<file path="src/rtl/avalon_bus_arbiter_if.sv">
// Avalon-MM port bundle shared by the arbiter's master-facing and
// slave-facing sides. "master" is the side that issues transfers,
// "slave" is the side that answers them.
interface avalon_bus_arbiter_if #(
  parameter int ADDR_W = 32,
  parameter int DATA_W = 32
);
  logic [ADDR_W-1:0]   address;
  logic                read;
  logic                write;
  logic [DATA_W-1:0]   writedata;
  logic [DATA_W/8-1:0] byteenable;
  logic [DATA_W-1:0]   readdata;
  logic                waitrequest;

  modport master (
    output address, read, write, writedata, byteenable,
    input  readdata, waitrequest
  );

  modport slave (
    input  address, read, write, writedata, byteenable,
    output readdata, waitrequest
  );
endinterface

</file>
<file path="src/rtl/avalon_bus_arbiter.sv">
// Two-master / one-slave Avalon-MM arbiter. One master owns the slave port
// at a time; the owner keeps it until its transfer completes (request high
// with slave waitrequest low), the other master is stalled with waitrequest.
// Every transfer passes through IDLE, so a transfer costs at least 2 cycles.
// Optional build macro ARB_ROUND_ROBIN_EN: contested arbitration alternates
// between masters; without it master 0 always wins.
module avalon_bus_arbiter #(
  parameter int ADDR_W = 32,
  parameter int DATA_W = 32
) (
  input  logic                 clk,
  input  logic                 reset,
  avalon_bus_arbiter_if.slave  m0,
  avalon_bus_arbiter_if.slave  m1,
  avalon_bus_arbiter_if.master s,
  output logic [1:0]           grant,
  output logic                 busy
);

  localparam int BE_W = DATA_W / 8;

  typedef enum logic [1:0] {
    IDLE   = 2'd0,
    GRANT0 = 2'd1,
    GRANT1 = 2'd2
  } state_t;

  state_t state_reg;
  state_t state_next;

`ifdef ARB_ROUND_ROBIN_EN
  // Index of the master that completed most recently (1 after reset so
  // master 0 wins the first contested arbitration).
  logic last_grant_reg;
  logic last_grant_next;
`endif

  logic req0;
  logic req1;

  // Slave-side values selected from the owning master.
  logic [ADDR_W-1:0] addr_mux;
  logic [DATA_W-1:0] wdata_mux;
  logic [BE_W-1:0]   be_mux;
  logic              rd_mux;
  logic              wr_mux;

  assign req0 = m0.read | m0.write;
  assign req1 = m1.read | m1.write;

  // Read data is broadcast; each master qualifies it with its own waitrequest.
  assign m0.readdata = s.readdata;
  assign m1.readdata = s.readdata;

  // State register; reset aborts any transfer in flight.
  always_ff @(posedge clk) begin
    if (reset) begin
      state_reg <= IDLE;
`ifdef ARB_ROUND_ROBIN_EN
      last_grant_reg <= 1'b1;
`endif
    end else begin
      state_reg <= state_next;
`ifdef ARB_ROUND_ROBIN_EN
      last_grant_reg <= last_grant_next;
`endif
    end
  end

  // Next-state: arbitrate in IDLE, release on completion or dropped request.
  always_comb begin
    state_next = state_reg;
`ifdef ARB_ROUND_ROBIN_EN
    last_grant_next = last_grant_reg;
`endif
    case (state_reg)
      IDLE: begin
        if (req0 && req1) begin
`ifdef ARB_ROUND_ROBIN_EN
          state_next = last_grant_reg ? GRANT0 : GRANT1;
`else
          state_next = GRANT0;
`endif
        end else if (req0) begin
          state_next = GRANT0;
        end else if (req1) begin
          state_next = GRANT1;
        end
      end
      GRANT0: begin
        if (!req0) begin
          // Request withdrawn mid-transfer: release without recording it.
          state_next = IDLE;
        end else if (!s.waitrequest) begin
          state_next = IDLE;
`ifdef ARB_ROUND_ROBIN_EN
          last_grant_next = 1'b0;
`endif
        end
      end
      GRANT1: begin
        if (!req1) begin
          state_next = IDLE;
        end else if (!s.waitrequest) begin
          state_next = IDLE;
`ifdef ARB_ROUND_ROBIN_EN
          last_grant_next = 1'b1;
`endif
        end
      end
      default: state_next = IDLE;
    endcase
  end

  // Outputs: route the owner to the slave, stall everyone else.
  always_comb begin
    addr_mux       = '0;
    wdata_mux      = '0;
    be_mux         = '0;
    rd_mux         = 1'b0;
    wr_mux         = 1'b0;
    m0.waitrequest = 1'b1;
    m1.waitrequest = 1'b1;
    grant          = 2'b00;
    busy           = 1'b0;
    case (state_reg)
      GRANT0: begin
        addr_mux       = m0.address;
        wdata_mux      = m0.writedata;
        be_mux         = m0.byteenable;
        wr_mux         = m0.write;
        rd_mux         = m0.read & ~m0.write;
        m0.waitrequest = s.waitrequest;
        grant          = 2'b01;
        busy           = 1'b1;
      end
      GRANT1: begin
        addr_mux       = m1.address;
        wdata_mux      = m1.writedata;
        be_mux         = m1.byteenable;
        wr_mux         = m1.write;
        rd_mux         = m1.read & ~m1.write;
        m1.waitrequest = s.waitrequest;
        grant          = 2'b10;
        busy           = 1'b1;
      end
      default: begin
      end
    endcase
  end

  assign s.address    = addr_mux;
  assign s.writedata  = wdata_mux;
  assign s.byteenable = be_mux;
  assign s.read       = rd_mux;
  assign s.write      = wr_mux;

endmodule

</file>
<file path="src/flat_wrapper.sv">
// flat-port wrapper written by rule: the top's interface ports become plain ports
module avalon_bus_arbiter_flat 
#(
  parameter int ADDR_W = 32,
  parameter int DATA_W = 32
)
  (clk, reset, grant, busy, m0_address, m0_read, m0_write, m0_writedata, m0_byteenable, m0_readdata, m0_waitrequest, m1_address, m1_read, m1_write, m1_writedata, m1_byteenable, m1_readdata, m1_waitrequest, s_address, s_read, s_write, s_writedata, s_byteenable, s_readdata, s_waitrequest);
  avalon_bus_arbiter_if #(.ADDR_W(ADDR_W), .DATA_W(DATA_W)) m0_i ();
  avalon_bus_arbiter_if #(.ADDR_W(ADDR_W), .DATA_W(DATA_W)) m1_i ();
  avalon_bus_arbiter_if #(.ADDR_W(ADDR_W), .DATA_W(DATA_W)) s_i ();
  input  logic clk;
  input  logic reset;
  output logic [1:0] grant;
  output logic busy;
  input wire logic [$bits(m0_i.address)-1:0] m0_address;
  input wire logic [$bits(m0_i.read)-1:0] m0_read;
  input wire logic [$bits(m0_i.write)-1:0] m0_write;
  input wire logic [$bits(m0_i.writedata)-1:0] m0_writedata;
  input wire logic [$bits(m0_i.byteenable)-1:0] m0_byteenable;
  output wire logic [$bits(m0_i.readdata)-1:0] m0_readdata;
  output wire logic [$bits(m0_i.waitrequest)-1:0] m0_waitrequest;
  input wire logic [$bits(m1_i.address)-1:0] m1_address;
  input wire logic [$bits(m1_i.read)-1:0] m1_read;
  input wire logic [$bits(m1_i.write)-1:0] m1_write;
  input wire logic [$bits(m1_i.writedata)-1:0] m1_writedata;
  input wire logic [$bits(m1_i.byteenable)-1:0] m1_byteenable;
  output wire logic [$bits(m1_i.readdata)-1:0] m1_readdata;
  output wire logic [$bits(m1_i.waitrequest)-1:0] m1_waitrequest;
  output wire logic [$bits(s_i.address)-1:0] s_address;
  output wire logic [$bits(s_i.read)-1:0] s_read;
  output wire logic [$bits(s_i.write)-1:0] s_write;
  output wire logic [$bits(s_i.writedata)-1:0] s_writedata;
  output wire logic [$bits(s_i.byteenable)-1:0] s_byteenable;
  input wire logic [$bits(s_i.readdata)-1:0] s_readdata;
  input wire logic [$bits(s_i.waitrequest)-1:0] s_waitrequest;
  assign m0_i.address = m0_address;
  assign m0_i.read = m0_read;
  assign m0_i.write = m0_write;
  assign m0_i.writedata = m0_writedata;
  assign m0_i.byteenable = m0_byteenable;
  assign m0_readdata = m0_i.readdata;
  assign m0_waitrequest = m0_i.waitrequest;
  assign m1_i.address = m1_address;
  assign m1_i.read = m1_read;
  assign m1_i.write = m1_write;
  assign m1_i.writedata = m1_writedata;
  assign m1_i.byteenable = m1_byteenable;
  assign m1_readdata = m1_i.readdata;
  assign m1_waitrequest = m1_i.waitrequest;
  assign s_address = s_i.address;
  assign s_read = s_i.read;
  assign s_write = s_i.write;
  assign s_writedata = s_i.writedata;
  assign s_byteenable = s_i.byteenable;
  assign s_i.readdata = s_readdata;
  assign s_i.waitrequest = s_waitrequest;
  avalon_bus_arbiter #(.ADDR_W(ADDR_W), .DATA_W(DATA_W)) u_core (.clk(clk), .reset(reset), .m0(m0_i), .m1(m1_i), .s(s_i), .grant(grant), .busy(busy));
endmodule
</file>
<file path="config.mk">
export PLATFORM = sky130hd
export DESIGN_NAME = avalon_bus_arbiter_flat
export DESIGN_NICKNAME = d
export VERILOG_FILES = /design/src/rtl/avalon_bus_arbiter_if.sv /design/src/rtl/avalon_bus_arbiter.sv /design/src/flat_wrapper.sv
export SDC_FILE = /design/constraint.sdc
export NUM_CORES = 1
export LEC_CHECK = 0
export CAP_MARGIN = 20
export CORE_AREA = 2 2 122 124
export DETAILED_ROUTE_END_ITERATION = 7
export DIE_AREA = 0 0 124 126
export PLACE_DENSITY_LB_ADDON = 0.3
export SLEW_MARGIN = 10
export SYNTH_ARGS = -nofsm -noshare
export SYNTH_HDL_FRONTEND = slang
export SYNTH_SLANG_ARGS = --single-unit
</file>
<file path="constraint.sdc">
create_clock -name clk -period 3.15 [get_ports clk]
set_input_delay 0.63 -clock clk [delete_from_list [all_inputs] [get_ports clk]]
set_output_delay 0.63 -clock clk [all_outputs]
set_load 0.05 [all_outputs]
</file>
# Word-level counts from Yosys, hierarchy flattened
# Cells that the tools add are included.
[totals] register_bits=2 wordCells=29 input_bits=175 output_inout_bits=139
[classes] n_mux=16 n_bitwise=6 n_reduce_logical=3 n_eq_ne=3
[op_table] op="$pmux W32 S2" count=2
[op_table] op="$mux W2" count=6
[op_table] op="$pmux W4 S2" count=1
[op_table] op="$pmux W2 S3" count=1
[op_table] op="$ne A4 B1 Y1 const B" count=1
[op_table] op="$pmux W1 S2" count=2
[op_table] op="$pmux W2 S2" count=1
[op_table] op="$mux W1" count=3
[op_table] op="$and A1 B1 Y1" count=2
[op_table] op="$eq A2 B1 Y1 const B" count=1
[op_table] op="$eq A2 B2 Y1 const B" count=1
[op_table] op="$logic_not A2 Y1" count=1
[op_table] op="$not A1 Y1" count=2
[op_table] op="$or A1 B1 Y1" count=2
[op_table] op="$reduce_or A2 Y1" count=1
[op_table] op="$logic_and A1 B1 Y1" count=1

# Longest topological paths before layout
[logic_depth] ltp_word=5 ltp_mapped=7 ltp_nobuf=5

# Least setup slack after synthesis
# No wires, ideal clock.
[synth_timing] kind="register to output" from="register u_core.state_reg[1]" to="output s_writedata[10]" stages_incl_launch_ff=7 path_slack_ns=0.416 required_time_ns=2.520 t_arrival_ns=2.104 path_buffers=2 path_cell_list="dfxtp_1 > inv_1 > ha_1 > buf_2 > buf_2 > a22oi_1 > nor2b_1"
[synth_between] elab_chain_cells=2 word_cells_on_any_way=3 cone_classes="eq/ne: 2; mux: 1"
[synth_lines] element="start, declared" line_no="avalon_bus_arbiter.sv:28" source="state_t state_reg;"
[synth_lines] element="start signal, assigned" line_no="avalon_bus_arbiter.sv:63" source="state_reg <= state_next;"
[synth_lines] element="$eq A2 B2 Y1 / $eq A2 B1 Y1 (equally long branches)" line_no="avalon_bus_arbiter.sv:126" source="case (state_reg)"
[synth_lines] element="$pmux W32 S2 (*)" line_no="avalon_bus_arbiter.sv:126"
[synth_lines] element="end, declared" line_no="flat_wrapper.sv:32" source="output wire logic [$bits(s_i.writedata)-1:0] s_writedata;"
# Every way passes the cells marked *; elsewhere a longest branch is shown, timed or not.

# Final worst setup path
[layout_timing] from="input s_waitrequest" to="output m0_waitrequest"
[layout_between] elab_chain_cells=1
[layout_lines] element="start, declared" line_no="flat_wrapper.sv:35" source="input wire logic [$bits(s_i.waitrequest)-1:0] s_waitrequest;"
[layout_lines] element="$mux W1" line_no="avalon_bus_arbiter.sv:126"
[layout_lines] element="end, declared" line_no="flat_wrapper.sv:21" source="output wire logic [$bits(m0_i.waitrequest)-1:0] m0_waitrequest;"
# No other way between the ends.

==> results by group <==
Synthesis
  – Syn Area/Cell: approximately 7 um2
  – Synth Warn #: 0
  – Post-synthesis compound-gate area fraction: between 30% and 40%
  – Synth Area in Simple Gates: 28.03%
  – Area leader, netlist: a22oi_1
  – Synth Area in XOR/XNOR: 0%
  – Seq cells post-synth: 2
  – Main combinational cell family by area after synthesis: buffers and inverters
  – Post-Syn Instances: about 260
  – Mapped Nets: 437
  – Synth unique cells: 25
  – Adder-cell share of the synthesized area: approximately 3.5%
  – Sequential area share after synthesis: 2.232%
  – Synth top area share: 28.87%
  – Mux contribution to synthesized area: less than 1%
  – Largest cells by area after synthesis: a22oi_1, buf_4, nor2b_1
  – Synth Cell Area: 1794 um2

STA
  – Tmin final: 2.699 ns
  – Pins Over Slew Limit: 0
  – Fin. Hold Viols: 0
  – Final setup violation count: 0
  – Max Freq: 0.3705 GHz
  – Relative slew margins: between 60% and 70%
  – Worst-Margin Slew: 0.5216 ns
  – RSZ-0062 raised after global routing: no
  – Final worst path period share: 85.69%
  – Fin Setup TNS: 0 ns
  – Setup skew after layout: between 0.0004 and 0.0005 ns

Clock network
  – Max clock buf depth: 2
  – Setup bufs post-CTS: 0
  – Worst-path clk slew: 0.03 ns
  – Post-CTS resize count: 0
  – Htree depth: 1
  – Clock Latency Late Sink: 0.22 ns
  – Clk sinks: 2
  – CTS Hold Bufs: 0
  – TritonCTS clock tree: built
  – Clock Root Buffer: clkbuf_16
  – TritonCTS buffer count: 3

Final layout
  – Max FFs per register: 2
  – NumNets Final: 577
  – Area grow syn2layout: 146.7%
  – Ant diodes: 0
  – Post-layout util: 30.93%
  – Share of cells above drive strength 1: 21.52%
  – Number of fill cells: roughly 1,500

Power and ir drop
  – Combinational power share: 77.9%
  – P_int: 0.6078 mW
  – Sequential share of power: 3.0%
  – Sw Share: 40.03%
  – Pleak: 1.508 nW
  – NetSw: 0.4057 mW
  – Max VDD drop: 186.3 uV
  – Clock share of power: between 10% and 20%
  – PwrDens: roughly 230 nW/um2

GRT
  – First-pass GRT wire length: 12.28 mm
  – GRT met2 Usage: between 10% and 20%
  – Initial antenna violation count: 0
  – Met1 usage: 9.967%
  – Grt ovf: 0
  – Total track usage: about a tenth
  – Met3 global-route usage: 3.216%
  – Busiest layer in global routing: met2
  – Pin count of the biggest net entering global routing: 72
  – Vias in the first global route: 2,391

Setup path
  – Required time of the worst setup path: between 2 and 3 ns
  – Critical path arrival: 2.07 ns
  – Cell mode on critical path: clkdlybuf4s50_1
  – Crit-path max cell delay: a little over 0.8 ns
  – Crit Path Class: input port to primary output
  – CP Launch Type: input port
  – Critical Path Sink Type: primary output
  – Crit Path Max Fanout: 4
  – Crit-path cells: clkdlybuf4s50_1, nand2b_1, clkdlybuf4s50_1
  – CP max stage cell: clkdlybuf4s50_1

Die
  – Die Wd: 124 um
  – Die Ht: roughly 130 um
  – Die area: 15,620 um2
  – Row count: 44
  – IO Count: 314
  – Initial Util: 12.53%
  – CORE AREA: ~14,000 um2

Outcome
  – Status: completed

Routing
  – Via density per instance: 3.978
  – TritonRoute pass-1 iters: 4
  – Detailed Route Iter0 Violations: 60
  – Via count: 2,303
  – Drt wl/cell: between 10 and 15 um
  – Post-route ant nets: 0
  – Wirelength, routed: 8.314 mm
  – Remaining DRCs: 0

Worst hold path
  – Min-Delay Path Class: flip-flop to flip-flop

Placement
  – Post-DP HPWL: around 6.8 mm
  – PortBufs: approximately 220
  – GP Congestion: 0.7915

Job
  – Max Cap Viol: 0
[synthesized netlist by cell type]
master and instances:
nand2b_1 2, o22ai_1 1, o21a_1 1, a2111o_1 1, ha_1 5, dfxtp_1 2
nand3_1 1, clkbuf_1 7, a211oi_1 1, nor2b_1 69, buf_6 1, a22oi_1 69
a2111oi_0 1, mux2_2 1, o21ai_0 1, and2_1 1, buf_4 65, or4b_1 1
inv_1 2, nor3_1 1, nor2_1 2, o21ai_1 2, buf_2 14, nand4_1 1
nand2_1 5
[layout by cell type (no fill, tap or decap), drive strengths merged]
cell type,synthesis,final
mux2,1,1
o21ai,3,3
nand2,5,5
or4b,1,1
inv,2,2
nand4,1,1
o21a,1,1
buf,80,78
a2111oi,1,1
clkdlybuf4s50,0,144
nor2b,69,69
a22oi,69,69
nand2b,2,2
clkbuf,7,3
dfxtp,2,2
a211oi,1,1
nand3,1,1
and2,1,1
nor3,1,1
nor2,2,2
a2111o,1,1
o22ai,1,1
ha,5,5
[per-layer routing]
metal / share of wire, % / routed length, um
met1: 33 / 2735
met2: 51 / 4252
met3: 13 / 1046
met4: 3.3 / 278
met5: 0 / 0
[worst paths after layout]
path,startpoint,endpoint,slack (ns),depth (start not counted)
min reg2reg,u_core.state_reg[0],u_core.state_reg[0],0.55,2
max reg2reg,u_core.state_reg[1],u_core.state_reg[1],1.25,6
max,s_waitrequest,m0_waitrequest,0.45,3
min,u_core.state_reg[0],u_core.state_reg[0],0.55,2
[layout make-up]
class                   count  area (um2)  share of cell area (%)
clock buffers               3       75.07                   1.696
well taps                 184       230.2                   5.201
flip-flops and latches      2       40.04                  0.9045
inverters                   2       7.507                  0.1696
multi-input cells         166        1159                   26.17
repair buffers            222        2915                   65.86
[power by group through the flow]
stage / Sequential (mW) / Combinational [mW] / Clock [mW]
after floorplan: 0.0300 / 0.583 / 0
after global placement: 0.0311 / 0.793 / 0
after detailed placement: 0.0309 / 0.799 / 0
after CTS: 0.0306 / 0.801 / 0.195
after global routing: 0.0314 / 0.838 / 0.196
final: 0.0307 / 0.790 / 0.193
[metrics by stage]
step | cells | setup WS, ns | area (um2) | hold WS (ns) | total power, mW
floorplan | 257 | 0.4156 | 1794 | 0.5110 | 0.6134
global placement | 576 | 0.4566 | 4352 | 0.5596 | 0.8240
detailed placement | 576 | 0.4559 | 4352 | 0.5484 | 0.8302
CTS | 579 | 0.4437 | 4427 | 0.5541 | 1.027
global route | 579 | 0.3962 | 4427 | 0.6421 | 1.066
finish | 579 | 0.4508 | 4427 | 0.5540 | 1.014
[cells by family (layout without fill, tap and decap cells)]
logic type | Yosys count | in the layout
AO/OA/AOI/OAI | 77 | 77
buffers and inverters | 89 | 227
multiplexers | 1 | 1
AND/OR/NAND/NOR | 83 | 83
adder cells (fa/ha/maj) | 5 | 5
flip-flops | 2 | 2
[worst max-delay path: cells and delay by family]
kind                   cells  cell delay, ns
buffers and inverters      2            1.32
and+or+nand+nor            1            0.12
Note: power is estimated with default switching activity, not from simulation.
